`src/rtl/radicador_pkg.sv`:
```
// rtl/radicador_pkg.sv - shared FSM state type and step-count helper for radicador_param
package radicador_pkg;

  typedef enum logic [1:0] {
    S_IDLE = 2'd0,
    S_CALC = 2'd1,
    S_CORR = 2'd2,
    S_DONE = 2'd3
  } state_e;

  // Number of CALC cycles needed to resolve all root bits.
  function automatic int calc_steps(input int xw, input int bpc);
    return xw / (2 * bpc);
  endfunction

endpackage

```
`src/rtl/radicador_stage.sv`:
```
// rtl/radicador_stage.sv - one combinational non-restoring square-root step
module radicador_stage #(
  parameter int QW = 32
) (
  input  logic [QW+1:0] rem_i,
  input  logic [QW-1:0] root_i,
  input  logic [1:0]    bits_i,
  output logic [QW+1:0] rem_o,
  output logic [QW-1:0] root_o
);

  logic [QW+1:0] shifted;
  logic [QW+1:0] trial;

  // Remainder is two's complement in QW+2 bits; wrap-around of the shift is exact.
  always_comb begin
    shifted = (rem_i << 2) | {{QW{1'b0}}, bits_i};
    trial   = rem_i[QW+1] ? {root_i, 2'b11} : {root_i, 2'b01};
    rem_o   = rem_i[QW+1] ? (shifted + trial) : (shifted - trial);
    root_o  = (root_i << 1) | {{(QW-1){1'b0}}, ~rem_o[QW+1]};
  end

endmodule

```
`src/rtl/radicador_param.sv`:
```
// rtl/radicador_param.sv - iterative integer square root; RADICADOR_REM_EN adds remainder correction
module radicador_param
  import radicador_pkg::*;
#(
  parameter int XW  = 64,
  parameter int BPC = 1
) (
  input  logic          CLK,
  input  logic          RESET,
  input  logic          START,
  input  logic [XW-1:0] X,
  output logic          FIN,
  output logic          BUSY,
  output logic [XW/2-1:0] COUNT,
  output logic [XW/2:0]   REM
);

  localparam int QW = XW / 2;
  localparam int RW = QW + 2;
  localparam int N  = calc_steps(XW, BPC);
  localparam int IW = $clog2(N + 1);

  if ((XW % 2) != 0 || XW < 4 || XW > 128 ||
      !(BPC == 1 || BPC == 2 || BPC == 4) || ((XW / 2) % BPC) != 0) begin : g_bad_cfg
    $error("radicador_param: illegal XW/BPC combination");
  end

  state_e        state_q, state_d;
  logic [XW-1:0] x_q, x_d;
  logic [RW-1:0] rem_q, rem_d;
  logic [QW-1:0] root_q, root_d;
  logic [IW-1:0] iter_q, iter_d;
  logic [QW-1:0] count_q, count_d;
  logic [RW-1:0] rem_step;
  logic [QW-1:0] root_step;
  logic          last_iter;

  // Stages chained through per-iteration nets; radicand pairs consumed MSB first.
  for (genvar k = 0; k < BPC; k++) begin : g_chain
    logic [RW-1:0] rem_in, rem_out;
    logic [QW-1:0] root_in, root_out;
    if (k == 0) begin : g_first
      assign rem_in  = rem_q;
      assign root_in = root_q;
    end else begin : g_next
      assign rem_in  = g_chain[k-1].rem_out;
      assign root_in = g_chain[k-1].root_out;
    end
    radicador_stage #(.QW(QW)) u_stage (
      .rem_i  (rem_in),
      .root_i (root_in),
      .bits_i (x_q[XW-1-2*k -: 2]),
      .rem_o  (rem_out),
      .root_o (root_out)
    );
  end

  assign rem_step  = g_chain[BPC-1].rem_out;
  assign root_step = g_chain[BPC-1].root_out;
  assign last_iter = (iter_q == IW'(N - 1));

`ifdef RADICADOR_REM_EN
  logic [QW:0]   rem_out_q, rem_out_d;
  logic [RW-1:0] rem_corr;
`endif

  always_comb begin
    state_d = state_q;
    x_d     = x_q;
    rem_d   = rem_q;
    root_d  = root_q;
    iter_d  = iter_q;
    count_d = count_q;
`ifdef RADICADOR_REM_EN
    rem_out_d = rem_out_q;
    rem_corr  = rem_q[RW-1] ? (rem_q + {1'b0, root_q, 1'b1}) : rem_q;
`endif
    unique case (state_q)
      S_IDLE: begin
        if (START) begin
          x_d     = X;
          rem_d   = '0;
          root_d  = '0;
          iter_d  = '0;
          state_d = S_CALC;
        end
      end
      S_CALC: begin
        x_d    = x_q << (2 * BPC);
        rem_d  = rem_step;
        root_d = root_step;
        iter_d = iter_q + 1'b1;
        if (last_iter) begin
`ifdef RADICADOR_REM_EN
          state_d = S_CORR;
`else
          count_d = root_step;
          state_d = S_DONE;
`endif
        end
      end
      S_CORR: begin
`ifdef RADICADOR_REM_EN
        rem_d     = rem_corr;
        count_d   = root_q;
        rem_out_d = rem_corr[QW:0];
`endif
        state_d = S_DONE;
      end
      S_DONE: begin
        if (!START) state_d = S_IDLE;
      end
      default: state_d = S_IDLE;
    endcase
  end

  always_ff @(posedge CLK or negedge RESET) begin
    if (!RESET) begin
      state_q <= S_IDLE;
      x_q     <= '0;
      rem_q   <= '0;
      root_q  <= '0;
      iter_q  <= '0;
      count_q <= '0;
    end else begin
      state_q <= state_d;
      x_q     <= x_d;
      rem_q   <= rem_d;
      root_q  <= root_d;
      iter_q  <= iter_d;
      count_q <= count_d;
    end
  end

`ifdef RADICADOR_REM_EN
  always_ff @(posedge CLK or negedge RESET) begin
    if (!RESET) rem_out_q <= '0;
    else        rem_out_q <= rem_out_d;
  end
  assign REM = rem_out_q;
`else
  assign REM = '0;
`endif

  assign FIN   = (state_q == S_DONE);
  assign BUSY  = (state_q == S_CALC) || (state_q == S_CORR);
  assign COUNT = count_q;

endmodule

```
`config.mk`:
```
export PLATFORM = sky130hd
export DESIGN_NAME = radicador_param
export DESIGN_NICKNAME = d
export VERILOG_FILES = /design/src/rtl/radicador_pkg.sv /design/src/rtl/radicador_stage.sv /design/src/rtl/radicador_param.sv
export SDC_FILE = /design/constraint.sdc
export NUM_CORES = 1
export LEC_CHECK = 0
export CAP_MARGIN = 10
export CORE_ASPECT_RATIO = 2
export CORE_UTILIZATION = 60
export DETAILED_ROUTE_END_ITERATION = 16
export DONT_BUFFER_PORTS = 1
export PLACE_DENSITY = 0.88
export SYNTH_ARGS = -nofsm -noshare
export SYNTH_HDL_FRONTEND = slang
export SYNTH_SLANG_ARGS = --single-unit
```
`constraint.sdc`:
```
create_clock -name CLK -period 4.45 [get_ports CLK]
set_input_delay 0.6675 -clock CLK [delete_from_list [all_inputs] [get_ports CLK]]
set_output_delay 0.6675 -clock CLK [all_outputs]
set_load 0.01 [all_outputs]
```
==> results_dict.tcl <==
set metrics [dict create \
    outcome "finished with violations" \
    violations "negative hold slack" \
    dp_slack_ns 1.59 \
    hpwl_um 13900 \
    drtIter0Drc 458 \
    combPwrFrac_pct 54.9 \
    slew_violations 0 \
    drt_pre_antenna_iters 5 \
    hold_ws_ns -0.0738 \
    syn_avg_cell_area_sq_um 9.54 \
    p_leak_nw 4.74 \
    max-cap-violations 0 \
    ff2ff_setup_slack_ns 1.48 \
    fin_nets 1063 \
    tightest_slew_ns 1.04 \
    synthCells 983 \
    grt_max_degree 170 \
    cts_tree "yes" \
    arrival_ns 3.28 \
    met2_length_um 11100 \
    finalSetupViolations 0 \
    synth_top_cells_by_count "nand2_1, dfrtp_1, o21ai_0" \
    hp-class "input port to async pin" \
    port_buffers 0 \
    cts_buffers 17 \
    place.gp.congestion 0.969 \
    hold_viol 169 \
    die_w_um 90.4 \
    p_per_area_nw_per_um2 872 \
    wl_um 20500 \
    rsz0062_at_grt "false" \
    fin_setup_tns_ns 0 \
    via_per_inst 5.96 \
    power_mw 8.73 \
    fp.coreArea_sq_um 15300 \
    sw_frac_of_total_pct 45.5 \
    start_kind "flip-flop" \
    ir_worst_vdd_mv 0.651 \
    yosysMostFrequentCell "nand2_1" \
    multi_input_area_sq_um 4790 \
    clk_path_buf_depth 2 \
    die_y_um 179 \
    n_antenna_cell 0 \
    slew_headroom_pct 31.0 \
    r2r_end "g_chain[0].rem_in[26]$_DFFE_PN0P_" \
    wl_met3_um 865 \
    wirelength_met1_um 7600 \
    yosys_warnings 0 \
    grt_overflow_total 0 \
    synth_top_area_cell "dfrtp_1" \
    critPathLaunch "g_chain[0].rem_in[33]$_DFFE_PN0P_" \
    ant_nets 0 \
    cp-end-kind "flip-flop" \
    seq_area_sq_um 4230 \
    drive_gt1_share_pct 8.65 \
    crit_fanout 20 \
    crit_path_end "g_chain[0].rem_in[26]$_DFFE_PN0P_" \
    clock_skew_ns 0.0157 \
    max_freq_ghz 0.337 \
    post_cts_buffers 0 \
    synth_top_area_share_pct 45.1 \
    ys.flop_type "dfrtp_1" \
    wl_per_cell_um 17.5 \
    finalCritPeriodShare_pct 66.7 \
    ys_seq_area_share_pct 45.1 \
    die_area_sq_um 16200 \
    clkPwrFrac_pct 17.8 \
    post-route-util_pct 65.4 \
    path_class "flip-flop to flip-flop" \
    num_rows 64 \
    synth-async-reset-ratio_pct 100 \
    worstSkewPairLatency_ns 0.44 \
    rr_worst_depth 10 \
    synth_edf_count 0 \
    area_growth_pct 6.71 \
    seqPwrFrac_pct 27.3 \
    cts_resized 0 \
    route.vias.total 6962 \
    r2r_start "g_chain[0].rem_in[33]$_DFFE_PN0P_" \
    synth_cell_type_count 56 \
    clkTransAtPathRegs_ns 0.07 \
    ios 134 \
    intPower_mw 4.76 \
    p_sw_mw 3.97 \
    synthTopCellsByArea "dfrtp_1, nand2_1, mux2i_1" \
    cp.required_ns 4.76 \
    htreeDepth 4 \
    grt_use_total_pct 26.5 \
    worst_slack_ns 1.48 \
    antenna_found_initial 0 \
    netlist_area_sq_um 9380 \
    yosys_register_bits 169 \
    cts.sink_count 169 \
    fin_crit_ns 2.97 \
    drc 0 \
    n_fill_cell 1225 \
    highest_layer "met4" \
    grt_pass1_vias 7176 \
    root_buffer "clkbuf_16" \
    start_util_pct 61.3 \
    grt_pass1_wl_um 34000 \
]
==> layout by cell type (no fill, tap or decap), drive strengths merged, types with 4 or more instances in the layout <==
master	Yosys	routed
nand2	180	180
a21o	14	14
nand2b	7	7
mux2i	65	65
and2	5	5
nand4	10	10
ha	38	38
o2111ai	5	5
nor2b	4	4
xor2	11	11
clkbuf	42	18
inv	12	21
xnor2	44	44
and3	6	6
buf	44	10
conb	1	33
o21a	9	9
o211ai	9	9
nor2	24	24
mux2	32	32
dfrtp	169	169
o21ai	103	103
o21bai	7	7
nand3	62	62
a21oi	41	41
==> power by group through the flow <==
stage | Clock [mW] | Sequential (mW) | Combinational, mW
floorplan | 0 | 2.30 | 3.81
global placement | 0 | 2.39 | 4.59
detailed placement | 0 | 2.41 | 4.71
CTS | 1.57 | 2.39 | 4.75
global route | 1.63 | 2.44 | 5.32
finish | 1.55 | 2.39 | 4.79
==> critical path: stages (launching register included) <==
cell	delay [ns]
dfrtp_1	0.36
buf_4	0.34
xnor2_1	0.14
ha_1	0.37
a21oi_1	0.22
o21ai_0	0.17
a31oi_1	0.30
nand3_1	0.22
a31oi_1	0.41
o21a_1	0.20
o211ai_1	0.09
==> through the flow <==
stage	cell area (sq um)	hold slack, ns	std cells
after CTS	10000	-0.0861	1169
after global routing	10000	-0.0922	1169
after global placement	9390	0.375	1137
after detailed placement	9390	0.375	1137
after floorplan	9500	0.372	1015
final	10000	-0.0738	1169
==> how the worst min path moves through the flow <==
stage | cells after the start | endpoint
after global routing | 0 | x_q[36]$_DFFE_PN0P_
after floorplan | 0 | COUNT[0]$_DFFE_PN0P_
after global placement | 0 | x_q[40]$_DFFE_PN0P_
after CTS | 0 | x_q[62]$_DFFE_PN0P_
after detailed placement | 0 | x_q[36]$_DFFE_PN0P_
final | 0 | x_q[36]$_DFFE_PN0P_
==> final cells by class <==
type	instances	share of cell area (%)
sequential	169	42.3
tap	198	2.48
inverter	12	0.450
clock inverter	14	1.79
timing repair buffer	10	0.750
clock buffer	18	4.39
multi-input combinational	748	47.9
==> cell families after synthesis <==
group                      synth area share [%]
AOI/OAI and AO/OA                          14.1
xor gates and xnor gates                   5.14
adders and majority gates                  5.07
buffers and inverters                      5.36
DFF                                        45.1
muxes                                      10.8
other                                    0.0400
and+or+nand+nor                            14.5
==> registers in the layout, indices dropped and copies added, names as in the netlist <==
signal	cells
state_q	2
COUNT	32
x_q	64
g_chain.root_in	32
g_chain.rem_in	33
iter_q	6
==> per-layer routing <==
| layer | GRT usage, % | vias up |
|---|---|---|
| met5 | 0 | - |
| met4 | 15.2 | 0 |
| met3 | 5.13 | 76 |
| met2 | 49.1 | 211 |
| met1 | 27.8 | 3348 |
| li1 | - | 3327 |
Note: power is estimated with default switching activity, not from simulation.
